--- src/rtl/fetch_pkg.sv ---
`default_nettype none
// ============================================================================
// Module   : fetch_pkg
// Brief    : Shared types and constants for the instruction fetch unit.
// Revision : 1.0 - initial release
// ============================================================================
package fetch_pkg;

    localparam int INSTR_W = 32;
    localparam int PC_INC  = 4;

    typedef enum logic [1:0] {
        FETCH   = 2'd0,
        HOLD    = 2'd1,
        DISCARD = 2'd2
    } fetch_state_t;

endpackage
`default_nettype wire

--- src/rtl/fetch_if.sv ---
`default_nettype none
// ============================================================================
// Module   : fetch_if
// Brief    : Instruction-memory request bus plus the fetch-to-decode handshake.
// Revision : 1.0 - initial release
// ============================================================================
interface fetch_if #(
    parameter int N = 64
);
    import fetch_pkg::*;

    logic                imem_req;
    logic [N-1:0]        imem_addr;
    logic                imem_ack;
    logic [INSTR_W-1:0]  imem_rdata;
    logic                instr_valid_F;
    logic [INSTR_W-1:0]  instr_F;
    logic [N-1:0]        pc_F;
    logic                instr_ready_D;

    modport master (
        output imem_req, imem_addr, instr_valid_F, instr_F, pc_F,
        input  imem_ack, imem_rdata, instr_ready_D
    );

    modport slave (
        input  imem_req, imem_addr, instr_valid_F, instr_F, pc_F,
        output imem_ack, imem_rdata, instr_ready_D
    );

endinterface
`default_nettype wire

--- src/rtl/fetch_fifo.sv ---
`default_nettype none
// ============================================================================
// Module   : fetch_fifo
// Brief    : Prefetch buffer; synchronous clear overrides a same-cycle push.
// Revision : 1.0 - initial release
// ============================================================================
module fetch_fifo #(
    parameter int WIDTH = 96,
    parameter int DEPTH = 2
) (
    input  wire logic                    clk,
    input  wire logic                    reset,
    input  wire logic                    i_push,
    input  wire logic [WIDTH-1:0]        i_data,
    input  wire logic                    i_pop,
    input  wire logic                    i_clear,
    output logic      [WIDTH-1:0]        o_data,
    output logic                         o_full,
    output logic                         o_empty,
    output logic      [$clog2(DEPTH):0]  o_count
);

    localparam int c_ptr_w = $clog2(DEPTH);

    logic [WIDTH-1:0]   r_mem [DEPTH];
    logic [c_ptr_w-1:0] r_wr_ptr;
    logic [c_ptr_w-1:0] r_rd_ptr;
    logic [c_ptr_w:0]   r_count;
    logic               w_do_push;
    logic               w_do_pop;

    assign o_empty   = (r_count == '0);
    assign o_full    = (r_count == (c_ptr_w+1)'(DEPTH));
    assign o_count   = r_count;
    assign o_data    = r_mem[r_rd_ptr];
    assign w_do_pop  = i_pop && !o_empty;
    assign w_do_push = i_push && (!o_full || w_do_pop);

    always_ff @(posedge clk) begin
        if (w_do_push && !i_clear) begin
            r_mem[r_wr_ptr] <= i_data;
        end
    end

    // DEPTH is a power of two, so pointers wrap on natural overflow.
    always_ff @(posedge clk) begin
        if (!reset || i_clear) begin
            r_wr_ptr <= '0;
            r_rd_ptr <= '0;
            r_count  <= '0;
        end else begin
            if (w_do_push) r_wr_ptr <= r_wr_ptr + c_ptr_w'(1);
            if (w_do_pop)  r_rd_ptr <= r_rd_ptr + c_ptr_w'(1);
            case ({w_do_push, w_do_pop})
                2'b10:   r_count <= r_count + (c_ptr_w+1)'(1);
                2'b01:   r_count <= r_count - (c_ptr_w+1)'(1);
                default: r_count <= r_count;
            endcase
        end
    end

endmodule
`default_nettype wire

--- src/rtl/fetch_unit.sv ---
`default_nettype none
// ============================================================================
// Module   : fetch_unit
// Brief    : Instruction fetch with prefetch buffer and branch redirect.
//            Define FETCH_PERF_EN to add redirect/discard counters.
// Revision : 1.0 - initial release
// ============================================================================
module fetch_unit
    import fetch_pkg::*;
#(
    parameter int           N        = 64,
    parameter int           DEPTH    = 2,
    parameter logic [N-1:0] RESET_PC = '0
) (
    input  wire logic         clk,
    input  wire logic         reset,
    input  wire logic         PCSrc_W,
    input  wire logic [N-1:0] PCBranch_W,
    fetch_if.master           bus
`ifdef FETCH_PERF_EN
    ,
    output logic [31:0]       redirect_cnt,
    output logic [31:0]       discard_cnt
`endif
);

    localparam int c_cnt_w  = $clog2(DEPTH) + 1;
    localparam int c_fifo_w = N + INSTR_W;

    fetch_state_t         r_state;
    fetch_state_t         w_state_next;
    logic [N-1:0]         r_pc;
    logic [N-1:0]         w_pc_next;
    logic [N-1:0]         r_hold_addr;
    logic [N-1:0]         w_hold_addr_next;
    logic [N-1:0]         w_target;
    logic                 w_ack;
    logic                 w_push;
    logic                 w_pop;
    logic                 w_fifo_full;
    logic                 w_fifo_empty;
    logic [c_cnt_w-1:0]   w_fifo_count;
    logic [c_fifo_w-1:0]  w_fifo_rdata;

    assign w_target = PCBranch_W & ~N'(3);
    assign w_ack    = bus.imem_req && bus.imem_ack;
    assign w_pop    = bus.instr_valid_F && bus.instr_ready_D;

    assign bus.imem_req      = reset && (r_state != HOLD);
    assign bus.imem_addr     = (r_state == DISCARD) ? r_hold_addr : r_pc;
    assign bus.instr_valid_F = reset && !w_fifo_empty && !PCSrc_W;
    assign {bus.pc_F, bus.instr_F} = w_fifo_rdata;

    always_comb begin
        w_state_next     = r_state;
        w_pc_next        = r_pc;
        w_hold_addr_next = r_hold_addr;
        w_push           = 1'b0;
        case (r_state)
            FETCH: begin
                if (PCSrc_W) begin
                    w_pc_next = w_target;
                    // Without an ack the old request is still in flight and
                    // its address must stay on the bus until it completes.
                    if (!w_ack) begin
                        w_state_next     = DISCARD;
                        w_hold_addr_next = r_pc;
                    end
                end else if (w_ack && !w_fifo_full) begin
                    w_push    = 1'b1;
                    w_pc_next = r_pc + N'(PC_INC);
                    if (!w_pop && (w_fifo_count == c_cnt_w'(DEPTH - 1))) begin
                        w_state_next = HOLD;
                    end
                end
            end
            HOLD: begin
                if (PCSrc_W) begin
                    w_pc_next    = w_target;
                    w_state_next = FETCH;
                end else if (w_pop) begin
                    w_state_next = FETCH;
                end
            end
            DISCARD: begin
                if (PCSrc_W) begin
                    w_pc_next = w_target;
                end
                if (w_ack) begin
                    w_state_next = FETCH;
                end
            end
            default: begin
                w_state_next = FETCH;
            end
        endcase
    end

    always_ff @(posedge clk) begin
        if (!reset) begin
            r_state     <= FETCH;
            r_pc        <= RESET_PC;
            r_hold_addr <= RESET_PC;
        end else begin
            r_state     <= w_state_next;
            r_pc        <= w_pc_next;
            r_hold_addr <= w_hold_addr_next;
        end
    end

    fetch_fifo #(
        .WIDTH (c_fifo_w),
        .DEPTH (DEPTH)
    ) u_fifo (
        .clk     (clk),
        .reset   (reset),
        .i_push  (w_push),
        .i_data  ({r_pc, bus.imem_rdata}),
        .i_pop   (w_pop),
        .i_clear (PCSrc_W),
        .o_data  (w_fifo_rdata),
        .o_full  (w_fifo_full),
        .o_empty (w_fifo_empty),
        .o_count (w_fifo_count)
    );

`ifdef FETCH_PERF_EN
    logic w_drop;

    // A returned word is dropped when it arrives during DISCARD or together
    // with a redirect in FETCH.
    assign w_drop = w_ack && ((r_state == DISCARD) || ((r_state == FETCH) && PCSrc_W));

    always_ff @(posedge clk) begin
        if (!reset) begin
            redirect_cnt <= '0;
            discard_cnt  <= '0;
        end else begin
            if (PCSrc_W && (redirect_cnt != '1)) redirect_cnt <= redirect_cnt + 32'd1;
            if (w_drop && (discard_cnt != '1))   discard_cnt  <= discard_cnt + 32'd1;
        end
    end
`endif

endmodule
`default_nettype wire

--- src/flat_wrapper.sv ---
// flat-port wrapper written by rule: the top's interface ports become plain ports
module fetch_unit_flat import fetch_pkg::*;
#(
    parameter int           N        = 64,
    parameter int           DEPTH    = 2,
    parameter logic [N-1:0] RESET_PC = '0
)
  (clk, reset, PCSrc_W, PCBranch_W, bus_imem_req, bus_imem_addr, bus_instr_valid_F, bus_instr_F, bus_pc_F, bus_imem_ack, bus_imem_rdata, bus_instr_ready_D);
  fetch_if #(.N(N)) bus_i ();
  input  wire logic clk;
  input  wire logic reset;
  input  wire logic PCSrc_W;
  input  wire logic [N-1:0] PCBranch_W;
  output wire logic [$bits(bus_i.imem_req)-1:0] bus_imem_req;
  output wire logic [$bits(bus_i.imem_addr)-1:0] bus_imem_addr;
  output wire logic [$bits(bus_i.instr_valid_F)-1:0] bus_instr_valid_F;
  output wire logic [$bits(bus_i.instr_F)-1:0] bus_instr_F;
  output wire logic [$bits(bus_i.pc_F)-1:0] bus_pc_F;
  input wire logic [$bits(bus_i.imem_ack)-1:0] bus_imem_ack;
  input wire logic [$bits(bus_i.imem_rdata)-1:0] bus_imem_rdata;
  input wire logic [$bits(bus_i.instr_ready_D)-1:0] bus_instr_ready_D;
  assign bus_imem_req = bus_i.imem_req;
  assign bus_imem_addr = bus_i.imem_addr;
  assign bus_instr_valid_F = bus_i.instr_valid_F;
  assign bus_instr_F = bus_i.instr_F;
  assign bus_pc_F = bus_i.pc_F;
  assign bus_i.imem_ack = bus_imem_ack;
  assign bus_i.imem_rdata = bus_imem_rdata;
  assign bus_i.instr_ready_D = bus_instr_ready_D;
  fetch_unit #(.N(N), .DEPTH(DEPTH), .RESET_PC(RESET_PC)) u_core (.clk(clk), .reset(reset), .PCSrc_W(PCSrc_W), .PCBranch_W(PCBranch_W), .bus(bus_i));
endmodule
--- config.mk ---
export PLATFORM = sky130hd
export DESIGN_NAME = fetch_unit_flat
export DESIGN_NICKNAME = d
export VERILOG_FILES = /design/src/rtl/fetch_pkg.sv /design/src/rtl/fetch_if.sv /design/src/rtl/fetch_fifo.sv /design/src/rtl/fetch_unit.sv /design/src/flat_wrapper.sv
export SDC_FILE = /design/constraint.sdc
export NUM_CORES = 1
export LEC_CHECK = 0
export BUFFER_PORTS_ARGS = -buffer_cell sky130_fd_sc_hd__buf_2
export CAP_MARGIN = 40
export CELL_PAD_IN_SITES_DETAIL_PLACEMENT = 2
export CELL_PAD_IN_SITES_GLOBAL_PLACEMENT = 2
export CORE_ASPECT_RATIO = 0.8
export CORE_MARGIN = 5
export CORE_UTILIZATION = 36
export CTS_BUF_LIST = sky130_fd_sc_hd__clkbuf_16
export CTS_CLUSTER_DIAMETER = 60
export DETAILED_ROUTE_END_ITERATION = 12
export GPL_TIMING_DRIVEN = 0
export PLACE_DENSITY_LB_ADDON = 0.1
export SETUP_SLACK_MARGIN = 0.02
export SYNTH_ARGS = -nofsm -noshare
export SYNTH_HDL_FRONTEND = slang
export SYNTH_SLANG_ARGS = --single-unit
--- constraint.sdc ---
create_clock -name clk -period 8 [get_ports clk]
set_clock_uncertainty 0.05 [all_clocks]
set_input_delay 1.6 -clock clk [delete_from_list [all_inputs] [get_ports clk]]
set_output_delay 1.6 -clock clk [all_outputs]
set_load 0.05 [all_outputs]
==> metrics.md <==
| Metric | Value |
|---|---|
| Num CTS Buffers | `38` |
| PwrDens | `270 nW/um^2` |
| # resized after CTS | `0` |
| Status | `finished clean` |
| Post-synth EDFFs | `188` |
| Clk Latency, worst-skew pair | `between 0.5 and 0.6 ns` |
| Gr busiest metal | `met2` |
| FFs w/ async S/R, synth | `0%` |
| Leakage Power | `0.00630 uW` |
| Netlist cell types | `62` |
| Period utilization | `a little under 60%` |
| Design Power | `roughly 4700 uW` |
| Hold Vio Cnt, Final | `0` |
| Final ANT Viol Nets | `0` |
| First-pass GRT wire length | `79800 um` |
| Synth Instances | `1248` |
| Synth warn | `0` |
| Initial Utilization | `36.5%` |
| Via count | `11600` |
| Row count | `between 60 and 70` |
| Max Root-Sink Buffers | `3` |
| Total wire length | `53200 um` |
| Int Power | `roughly 3100 uW` |
| Switching share of power | `roughly 33%` |
| Port buffer count | `256` |
| Vias in the first global route | `12600` |
| Post-Synthesis Cell Area | `14000 sq um` |
| Most frequent cells in the layout | `buf_2, edfxtp_1, nand2_1, mux2_2, dfxtp_1` |
| Mapped Avg Cell Area | `11.2 sq um` |
| GR Util All Layers | `between 20% and 30%` |
| RSZ-0062 raised after global routing | `no` |
| Die H | `186 um` |
| Hold Path Class | `reg2reg` |
| Pin count of the biggest net entering global routing | `27` |
| Die area | `43000 sq um` |
| Relative slew slack | `between 30% and 40%` |
| CP Class | `reg2out` |
| Die Width | `around 230 um` |
| Tmin final | `4.68 ns` |
| IO Pins | `263` |
| Power share of the combinational group | `20.6%` |
| Total of max-cap violations | `0` |
| H-tree level count | `2` |
| Met1 usage | `33.8%` |
| Main synth FF type | `edfxtp_1` |
| Clk sinks | `319` |
| Initial DRC count | `730` |
| Maximum clock frequency | `214 MHz` |
| Critical Path AT | `3.03 ns` |
| Clk slew on worst S/H paths | `around 0.060 ns` |
| DRT Pass-1 Iters | `5` |
| Clock network power share | `between 30% and 40%` |
| Area delta synth->final | `24.5%` |
| Startpoint types | `flop` |
| Switching power | `1560 uW` |
| Detail Placement HPWL | `38700 um` |
| Sequential fraction of the synthesis area | `59.0%` |
| WHS | `0.403 ns` |
| Core Footprint | `38400 sq um` |
| Post-synthesis sequential element count | `319` |
| Initial antenna violation count | `1` |
| GRT met2 Usage | `39.1%` |
| Worst VDD drop | `0.143 mV` |
| Gpl congestion | `0.838` |
| Worst Max-Slew Pin Slew | `0.909 ns` |
| Grt total ovfl | `0` |
| Share of cells above drive strength 1 | `32.0%` |
| Clock tree root driver cell | `clkbuf_16` |
| Max Slew Vio Count | `0` |
| DRC errors left | `0` |
| ANT cells | `0` |
| Vias per cell | `5.55` |
| Clock tree from TritonCTS | `built` |
| Nets | `1671` |
| CP Capture Type | `output port` |
| Worst path required time | `6.35 ns` |
| Post-cts hold buffer count | `0` |
| Met3 Usage GRT | `3.94%` |
| Sequential power share | `a little over two fifths` |
| Setup Viol. Count Final | `0` |
| CP Max Fanout | `10` |
| Drt wl/cell | `25.5 um` |
| Commonest non-fill, non-tap cell in the layout | `buf_2` |
| Post-CTS Setup Bufs | `0` |
==> metal layers <==
layer | up-vias | routed length, um
met5 | - | 0
met4 | 0 | 1060
met3 | 70 | 2660
met2 | 297 | 25000
met1 | 5940 | 24400
li1 | 5274 | -
==> stage by stage <==
| step | util (%) | setup TNS (ns) | instances | instance area (sq um) | worst slack (ns) |
|---|---|---|---|---|---|
| global route | 45.5 | 0 | 2086 | 17400 | 3.16 |
| CTS | 45.5 | 0 | 2086 | 17400 | 3.25 |
| global placement | 41.5 | -446.75 | 2002 | 15900 | -2.39 |
| finish | 45.5 | 0 | 2086 | 17400 | 3.32 |
| floorplan | - | 0 | 1251 | 14000 | 1.00 |
| detailed placement | 42.2 | 0 | 2016 | 16200 | 3.39 |
==> path summary, 6_finish.rpt <==
| check | startpoint | slack [ns] | cells after the start | end |
|---|---|---|---|---|
| max | u_core.r_state[0] | 3.32 | 7 | bus_imem_addr[49] |
| min reg2reg | u_core.r_hold_addr[38] | 0.40 | 2 | u_core.r_hold_addr[38] |
| max reg2reg | u_core.r_pc[3] | 4.48 | 7 | u_core.r_pc[56] |
| min | u_core.r_hold_addr[38] | 0.40 | 2 | u_core.r_hold_addr[38] |
==> logic make-up after synthesis <==
logic type                 count (synthesis)  share of synthesized area, %
AOI/OAI and AO/OA                        248                          10.8
xor gates and xnor gates                   6                         0.375
adders and majority gates                  9                         0.803
buffers and inverters                    102                          2.98
DFF                                      319                          59.0
muxes                                    156                          12.5
other                                      1                        0.0268
and+or+nand+nor                          407                          13.5
==> flip-flops by register name, summed over array words and instances (netlist names), named ones only <==
register,flops
u_core.r_state,2
u_core.u_fifo.o_count,2
u_core.u_fifo.r_wr_ptr,1
u_core.u_fifo.r_mem,188
u_core.r_hold_addr,62
u_core.r_pc,62
u_core.u_fifo.r_rd_ptr,1
==> cell usage after synthesis (10+ instances only) <==
cell        n  share of area, %
dfxtp_1   131                19
a211oi_1   22               1.2
nand2_1   186               5.0
nor4_1     17              0.76
clkbuf_1   65               1.7
nor3_1     43               1.5
nor2_1     62               1.7
mux2_2    152                12
a21oi_1   106               3.8
buf_1      10              0.27
and2_1     11              0.49
or3_1      10              0.45
nand4_1    19              0.85
edfxtp_1  188                40
a311oi_1   15              0.94
inv_1      17              0.46
nand3_1    25              0.89
o21ai_0    53               1.9
==> cell type report <==
type	instances	area, sq um
flip-flops and latches	319	8270
clock inverters	29	223
repair buffers	270	1530
fillers	4036	20900
well taps	495	619
inverters	17	63.8
clock buffers	41	1030
plain buffers	85	354
multi-input cells	830	5360
==> power by group through the flow <==
stage / logic [uW] / clock network [uW] / registers [uW]
final: 971 / 1740 / 1990
after global routing: 1030 / 1860 / 2000
after CTS: 974 / 1780 / 1990
after detailed placement: 967 / 0 / 2020
after global placement: 935 / 0 / 2020
after floorplan: 662 / 0 / 1970
==> worst max-delay path, stage by stage (launching register included) <==
cell and delay, ns:
dfxtp_1 0.33, inv_1 0.11, ha_1 0.22, buf_1 0.41
buf_6 0.22, clkbuf_1 0.55, mux2_2 0.42, buf_2 0.22
No activity file was read; power rests on OpenSTA's default activity.
